==> src/rtl/dynamic_branch_predictor.sv <==
// Direct-mapped branch predictor: 2-bit saturating BHT plus tagged BTB.
// The lookup is combinational, the decode-stage update is registered, and mispredictions are counted.
module dynamic_branch_predictor #(
    parameter int IDX_BITS = 3
) (
    input  logic        clk,
    input  logic        rst_n,
    input  logic        enable,
    input  logic [15:0] PC_curr,
    input  logic [15:0] IF_ID_PC_curr,
    input  logic        wen_BHT,
    input  logic        wen_BTB,
    input  logic        actual_taken,
    input  logic [15:0] actual_target,
    input  logic        update_PC,
    output logic        predicted_taken,
    output logic [15:0] predicted_target,
    output logic [15:0] mispredict_count
);

    localparam int DEPTH = 1 << IDX_BITS;
    localparam int TAG_W = 15 - IDX_BITS;

    logic [DEPTH-1:0][1:0]       bht_q, bht_d;
    logic [DEPTH-1:0]            valid_q, valid_d;
    logic [DEPTH-1:0][TAG_W-1:0] tag_q, tag_d;
    logic [DEPTH-1:0][15:0]      tgt_q, tgt_d;
    logic [15:0]                 cnt_q, cnt_d;

    logic [IDX_BITS-1:0] rd_idx, wr_idx;
    logic [TAG_W-1:0]    rd_tag, wr_tag;
    logic                hit;

    assign rd_idx = PC_curr[IDX_BITS:1];
    assign rd_tag = PC_curr[15:IDX_BITS+1];
    assign wr_idx = IF_ID_PC_curr[IDX_BITS:1];
    assign wr_tag = IF_ID_PC_curr[15:IDX_BITS+1];

    // Reads see registered state only, so a same-cycle update shows up next cycle.
    assign hit              = valid_q[rd_idx] && (tag_q[rd_idx] == rd_tag);
    assign predicted_taken  = hit && bht_q[rd_idx][1];
    assign predicted_target = predicted_taken ? tgt_q[rd_idx] : PC_curr + 16'd2;
    assign mispredict_count = cnt_q;

    // enable only tells fetch the prediction was consumed; bit 0 of each PC is alignment.
    logic unused_ok;
    assign unused_ok = &{1'b0, enable, PC_curr[0], IF_ID_PC_curr[0]};

    always_comb begin
        bht_d   = bht_q;
        valid_d = valid_q;
        tag_d   = tag_q;
        tgt_d   = tgt_q;
        cnt_d   = cnt_q;
        if (wen_BHT) begin
            if (actual_taken && bht_q[wr_idx] != 2'b11)
                bht_d[wr_idx] = bht_q[wr_idx] + 2'b01;
            else if (!actual_taken && bht_q[wr_idx] != 2'b00)
                bht_d[wr_idx] = bht_q[wr_idx] - 2'b01;
        end
        if (wen_BTB) begin
            valid_d[wr_idx] = 1'b1;
            tag_d[wr_idx]   = wr_tag;
            tgt_d[wr_idx]   = actual_target;
        end
        if (update_PC && cnt_q != 16'hFFFF)
            cnt_d = cnt_q + 16'd1;
    end

    always_ff @(posedge clk or negedge rst_n) begin
        if (!rst_n) begin
            for (int i = 0; i < DEPTH; i++) begin
                bht_q[i] <= 2'b01;
                tag_q[i] <= '0;
                tgt_q[i] <= '0;
            end
            valid_q <= '0;
            cnt_q   <= '0;
        end else begin
            bht_q   <= bht_d;
            valid_q <= valid_d;
            tag_q   <= tag_d;
            tgt_q   <= tgt_d;
            cnt_q   <= cnt_d;
        end
    end

endmodule
==> config.mk <==
export PLATFORM = sky130hd
export DESIGN_NAME = dynamic_branch_predictor
export DESIGN_NICKNAME = d
export VERILOG_FILES = /design/src/rtl/dynamic_branch_predictor.sv
export SDC_FILE = /design/constraint.sdc
export NUM_CORES = 1
export LEC_CHECK = 0
export CAP_MARGIN = 30
export CORE_ASPECT_RATIO = 0.5
export CORE_UTILIZATION = 35
export DETAILED_ROUTE_END_ITERATION = 8
export PLACE_DENSITY = 0.51
export SLEW_MARGIN = 25
export SYNTH_ARGS = -nofsm -noshare
export SYNTH_HDL_FRONTEND = slang
export SYNTH_SLANG_ARGS = --single-unit
export TNS_END_PERCENT = 5
==> constraint.sdc <==
create_clock -name clk -period 6.8 [get_ports clk]
set_input_delay 2.04 -clock clk [delete_from_list [all_inputs] [get_ports clk]]
set_output_delay 2.04 -clock clk [all_outputs]
set_load 0.02 [all_outputs]
==> Flow_metrics.wiki <==
{| class="wikitable"
! Metric !! Value
|-
| Pwr/cell area || 304 nW/um2
|-
| Max-capacitance violation count || 0
|-
| Buffers added on ports || 85
|-
| Post-CTS setup repair buffer count || 0
|-
| Filler Cells Inserted || 3140
|-
| Cell area after layout || 15100 um2
|-
| Static leakage power || 6.42 nW
|-
| Main combinational cell family by area after synthesis || multiplexers
|-
| Initial antenna violation count || 2
|-
| Via-to-Cell Ratio || 5.08
|-
| Final net count || 1039
|-
| Total number of H-tree levels || 1
|-
| Most used DFF post-synth || sky130_fd_sc_hd__dfrtp_1
|-
| Cell area after technology mapping || 12500 um2
|-
| Relative slew margins || 47.2%
|-
| Starting utilization of the core area || 35.9%
|-
| Final slew viol count || 0
|-
| Hold depth || 1
|-
| Post-synthesis cell type count || 46
|-
| Number of instances in the synthesized netlist || 853
|-
| Setup-failing EPs final || 0
|-
| Clock transition at the registers of the reported paths || 60 ps
|-
| Kind of cell adding the most delay to the critical path || multiplexers
|-
| Status || finished, final reports clean
|-
| Antenna viol nets, final || 0
|-
| Max stage delay on crit path || 570 ps
|-
| Largest area contributor in the synthesized netlist || sky130_fd_sc_hd__dfrtp_1
|-
| Overflow after GRT || 0
|-
| Final routed wirelength across all metal layers || 30.5 mm
|-
| FF-to-FF Start || bht_q[13]
|-
| Async set or reset register ratio after synthesis || 100%
|-
| Total die area || 36500 um2
|-
| Critical path's slowest cell || sky130_fd_sc_hd__or4_4
|-
| Standard-cell rows || 48
|-
| Worst Path Buf+Inv || 4
|-
| Share of power burned in combinational logic || 22.1%
|-
| TritonCTS Buffers || 27
|-
| Reg power frac || 46.9%
|-
| Hold Path Class || register to register
|-
| Number of global-route vias before repair || 7868
|-
| Switching component of the power || 1.24 mW
|-
| Actual slew at the worst max-slew pin || 792 ps
|-
| Die outline height || 136 um
|-
| IR Drop Worst-Case VDD || 0.146 mV
|-
| Number of enable flip-flop cells after synthesis || 0
|-
| Fin crit share || 99.4%
|-
| Arrival time reported for the critical path endpoint || 4720 ps
|-
| Highest attainable clock frequency || 148 MHz
|-
| Area share of the leading cell type in the synthesized netlist || 51.3%
|-
| Critical path startpoint || PC_curr[2]
|-
| Routed length per instance || 20.6 um
|-
| Most frequent cell on the critical path || sky130_fd_sc_hd__buf_8
|-
| Core Footprint || 34800 um2
|-
| DRC Markers || 0
|-
| Cell area reported after detailed placement || 14200 um2
|-
| Number of nets in the synthesized netlist || 912
|-
| Hold path startpoint || valid_q[4]
|-
| Area added between synthesis and finish || 21.2%
|-
| Wire length of the first global-routing pass || 47.8 mm
|-
| Fin. Hold Viols || 0
|-
| WP data required || 4760 ps
|-
| Sort of element at the end of the critical path || output port
|-
| Maximum fanout along the worst path || 12
|-
| Boundary pin count || 88
|-
| Layout cell share with drive strength beyond 1 || 42.8%
|-
| 1st-iter DRT viols || 382
|-
| First-pass DRT Iterations || 4
|-
| CTS Sinks || 264
|-
| Nature of the critical path startpoint || input port
|-
| Area of the multi-input gates || 5630 um2
|-
| Ordered list of cells on the worst path || buf_8 -> buf_8 -> mux4_2 -> mux2i_1 -> xor2_1 -> nand4b_1 -> or4_4 -> buf_4 -> mux2_4 -> clkdlybuf4s15_2
|-
| Class of the most critical setup path || input port to output port
|-
| Synthesized area divided by synthesized cell count || 14.6 um2
|-
| Floorplan die width || 269 um
|-
| Tmin final || 6760 ps
|-
| Final weighted congestion in routability-driven placement || 0.782
|-
| Aggregate global-route resource usage || 17.4%
|-
| Path length in cells of the critical path || 10
|-
| Top cells by area in the synthesized netlist || sky130_fd_sc_hd__dfrtp_1 (51%), sky130_fd_sc_hd__mux2_2 (22%), sky130_fd_sc_hd__mux4_2 (7.9%)
|-
| Fraction of the mapped netlist area in adder cells || 0.401%
|-
| Clock power frac || 30.9%
|-
| Post-synthesis register bit count || 264
|-
| Reg area || 6620 um2
|-
| Proportion of synthesized chip area in sequential cells || 53.0%
|-
| Maximum number of pins on one net before global-route repair || 143
|-
| Mux contribution to synthesized area || 35.3%
|-
| Most common cell after layout, fill and taps aside || sky130_fd_sc_hd__dfrtp_1
|-
| Yosys synthesis warning count || 0
|-
| Clk Tree Root Cell || sky130_fd_sc_hd__clkbuf_16
|-
| Compound-cell area share of the yosys netlist || 1.33%
|-
| Most frequent cells in the layout || sky130_fd_sc_hd__dfrtp_1 (256), sky130_fd_sc_hd__mux2_2 (241), sky130_fd_sc_hd__clkdlybuf4s50_1 (65)
|-
| TritonCTS clock tree || yes
|-
| Later-pin clock latency in the skew report || 540 ps
|-
| Vias || 7495
|-
| Cell internal power dissipation || 3.36 mW
|-
| Detailed-placement wirelength estimate || 19.4 mm
|-
| Max clock buf depth || 3
|-
| Simple-gate share of the synthesized area || 4.85%
|-
| Hold slack || 472 ps
|-
| Worst r2r path cells || 11
|-
| Sw Ratio || 26.9%
|-
| Clock Skews || 6.12 ps
|-
| Post-Synth XOR/XNOR Area || 2.81%
|-
| Setup repair after global routing missed its margin || true
|}
[sequential cells by signal, summed over array words and instances (netlist names), named ones only]
register / flops
valid_q: 8
tag_q: 96
tgt_q: 128
mispredict_count: 16
bht_q: 8
[metal layers]
| layer | vias up | routed length (um) | global-route usage (%) |
|---|---|---|---|
| met5 | - | 0 | 0 |
| met4 | 0 | 509 | 3.50 |
| met3 | 30 | 780 | 3.09 |
| met2 | 76 | 14300 | 27.3 |
| met1 | 3987 | 14900 | 25.1 |
| li1 | 3402 | - | - |
[cell type report]
class,instances,share of cell area [%]
flip-flops and latches,264,43.7
multi-input cells,532,37.2
repair buffers,149,9.41
clock buffers,40,5.25
well taps,475,3.93
clock inverters,8,0.289
inverters,6,0.149
diodes,2,0.0331
[Yosys cell counts (all sizes together) (2+ instances only)]
cell and instances:
a221oi 2, a22o 3, and3 6, and4 2
buf 22, clkbuf 29, dfrtp 256, dfstp 8
ha 4, inv 6, mux2 243, mux2i 54
mux4 49, nand2 27, nand2b 5, nand3 22
nand3b 4, nand4 14, nor2 17, nor2b 7
nor3 3, o211ai 3, o21ai 10, or2 4
xnor2 20, xor2 20
[cell families after synthesis]
kind of cell | count (synthesis)
DFF | 264
and+or+nand+nor | 117
xor gates and xnor gates | 40
AOI/OAI and AO/OA | 25
adders and majority gates | 4
buffers and inverters | 57
muxes | 346
[power by group through the flow]
stage | Clock, mW | Combinational, mW | Sequential [mW]
floorplan | 0 | 0.668 | 2.14
global placement | 0 | 0.997 | 2.16
detailed placement | 0 | 1.02 | 2.18
CTS | 1.47 | 1.03 | 2.16
global route | 1.54 | 1.11 | 2.21
finish | 1.42 | 1.02 | 2.16
[what timing repair did]
action / 4_1_cts / 5_1_grt
pin swaps: 2 / 0
gates cloned: 0 / 0
endpoints found under the setup margin: 16 / 13
hold buffers: 0 / 0
gates resized for setup: 35 / 11
[metrics by stage]
stage / total power [mW] / utilization, % / worst slack [ps] / std cells / TNS (ps)
floorplan: 2.81 / - / 338 / 853 / 0
global placement: 3.16 / 40.7 / -643 / 1422 / -9220
detailed placement: 3.21 / 40.8 / -662 / 1424 / -9400
CTS: 4.66 / 43.4 / 2.83 / 1472 / 0
global route: 4.86 / 43.5 / -32.8 / 1476 / -56.5
finish: 4.60 / 43.5 / 41.6 / 1476 / 0
[path summary, 6_finish.rpt]
check | end | slack (ps)
worst max-delay path | predicted_target[2] | 40
max in group asynchronous | tgt_q[63] | 4240
min in group asynchronous | tgt_q[104] | 1430
worst min-delay path | valid_q[4] | 470
worst min register to register | valid_q[4] | 470
worst max register to register | bht_q[11] | 4090
Note: power is estimated with default switching activity, not from simulation.
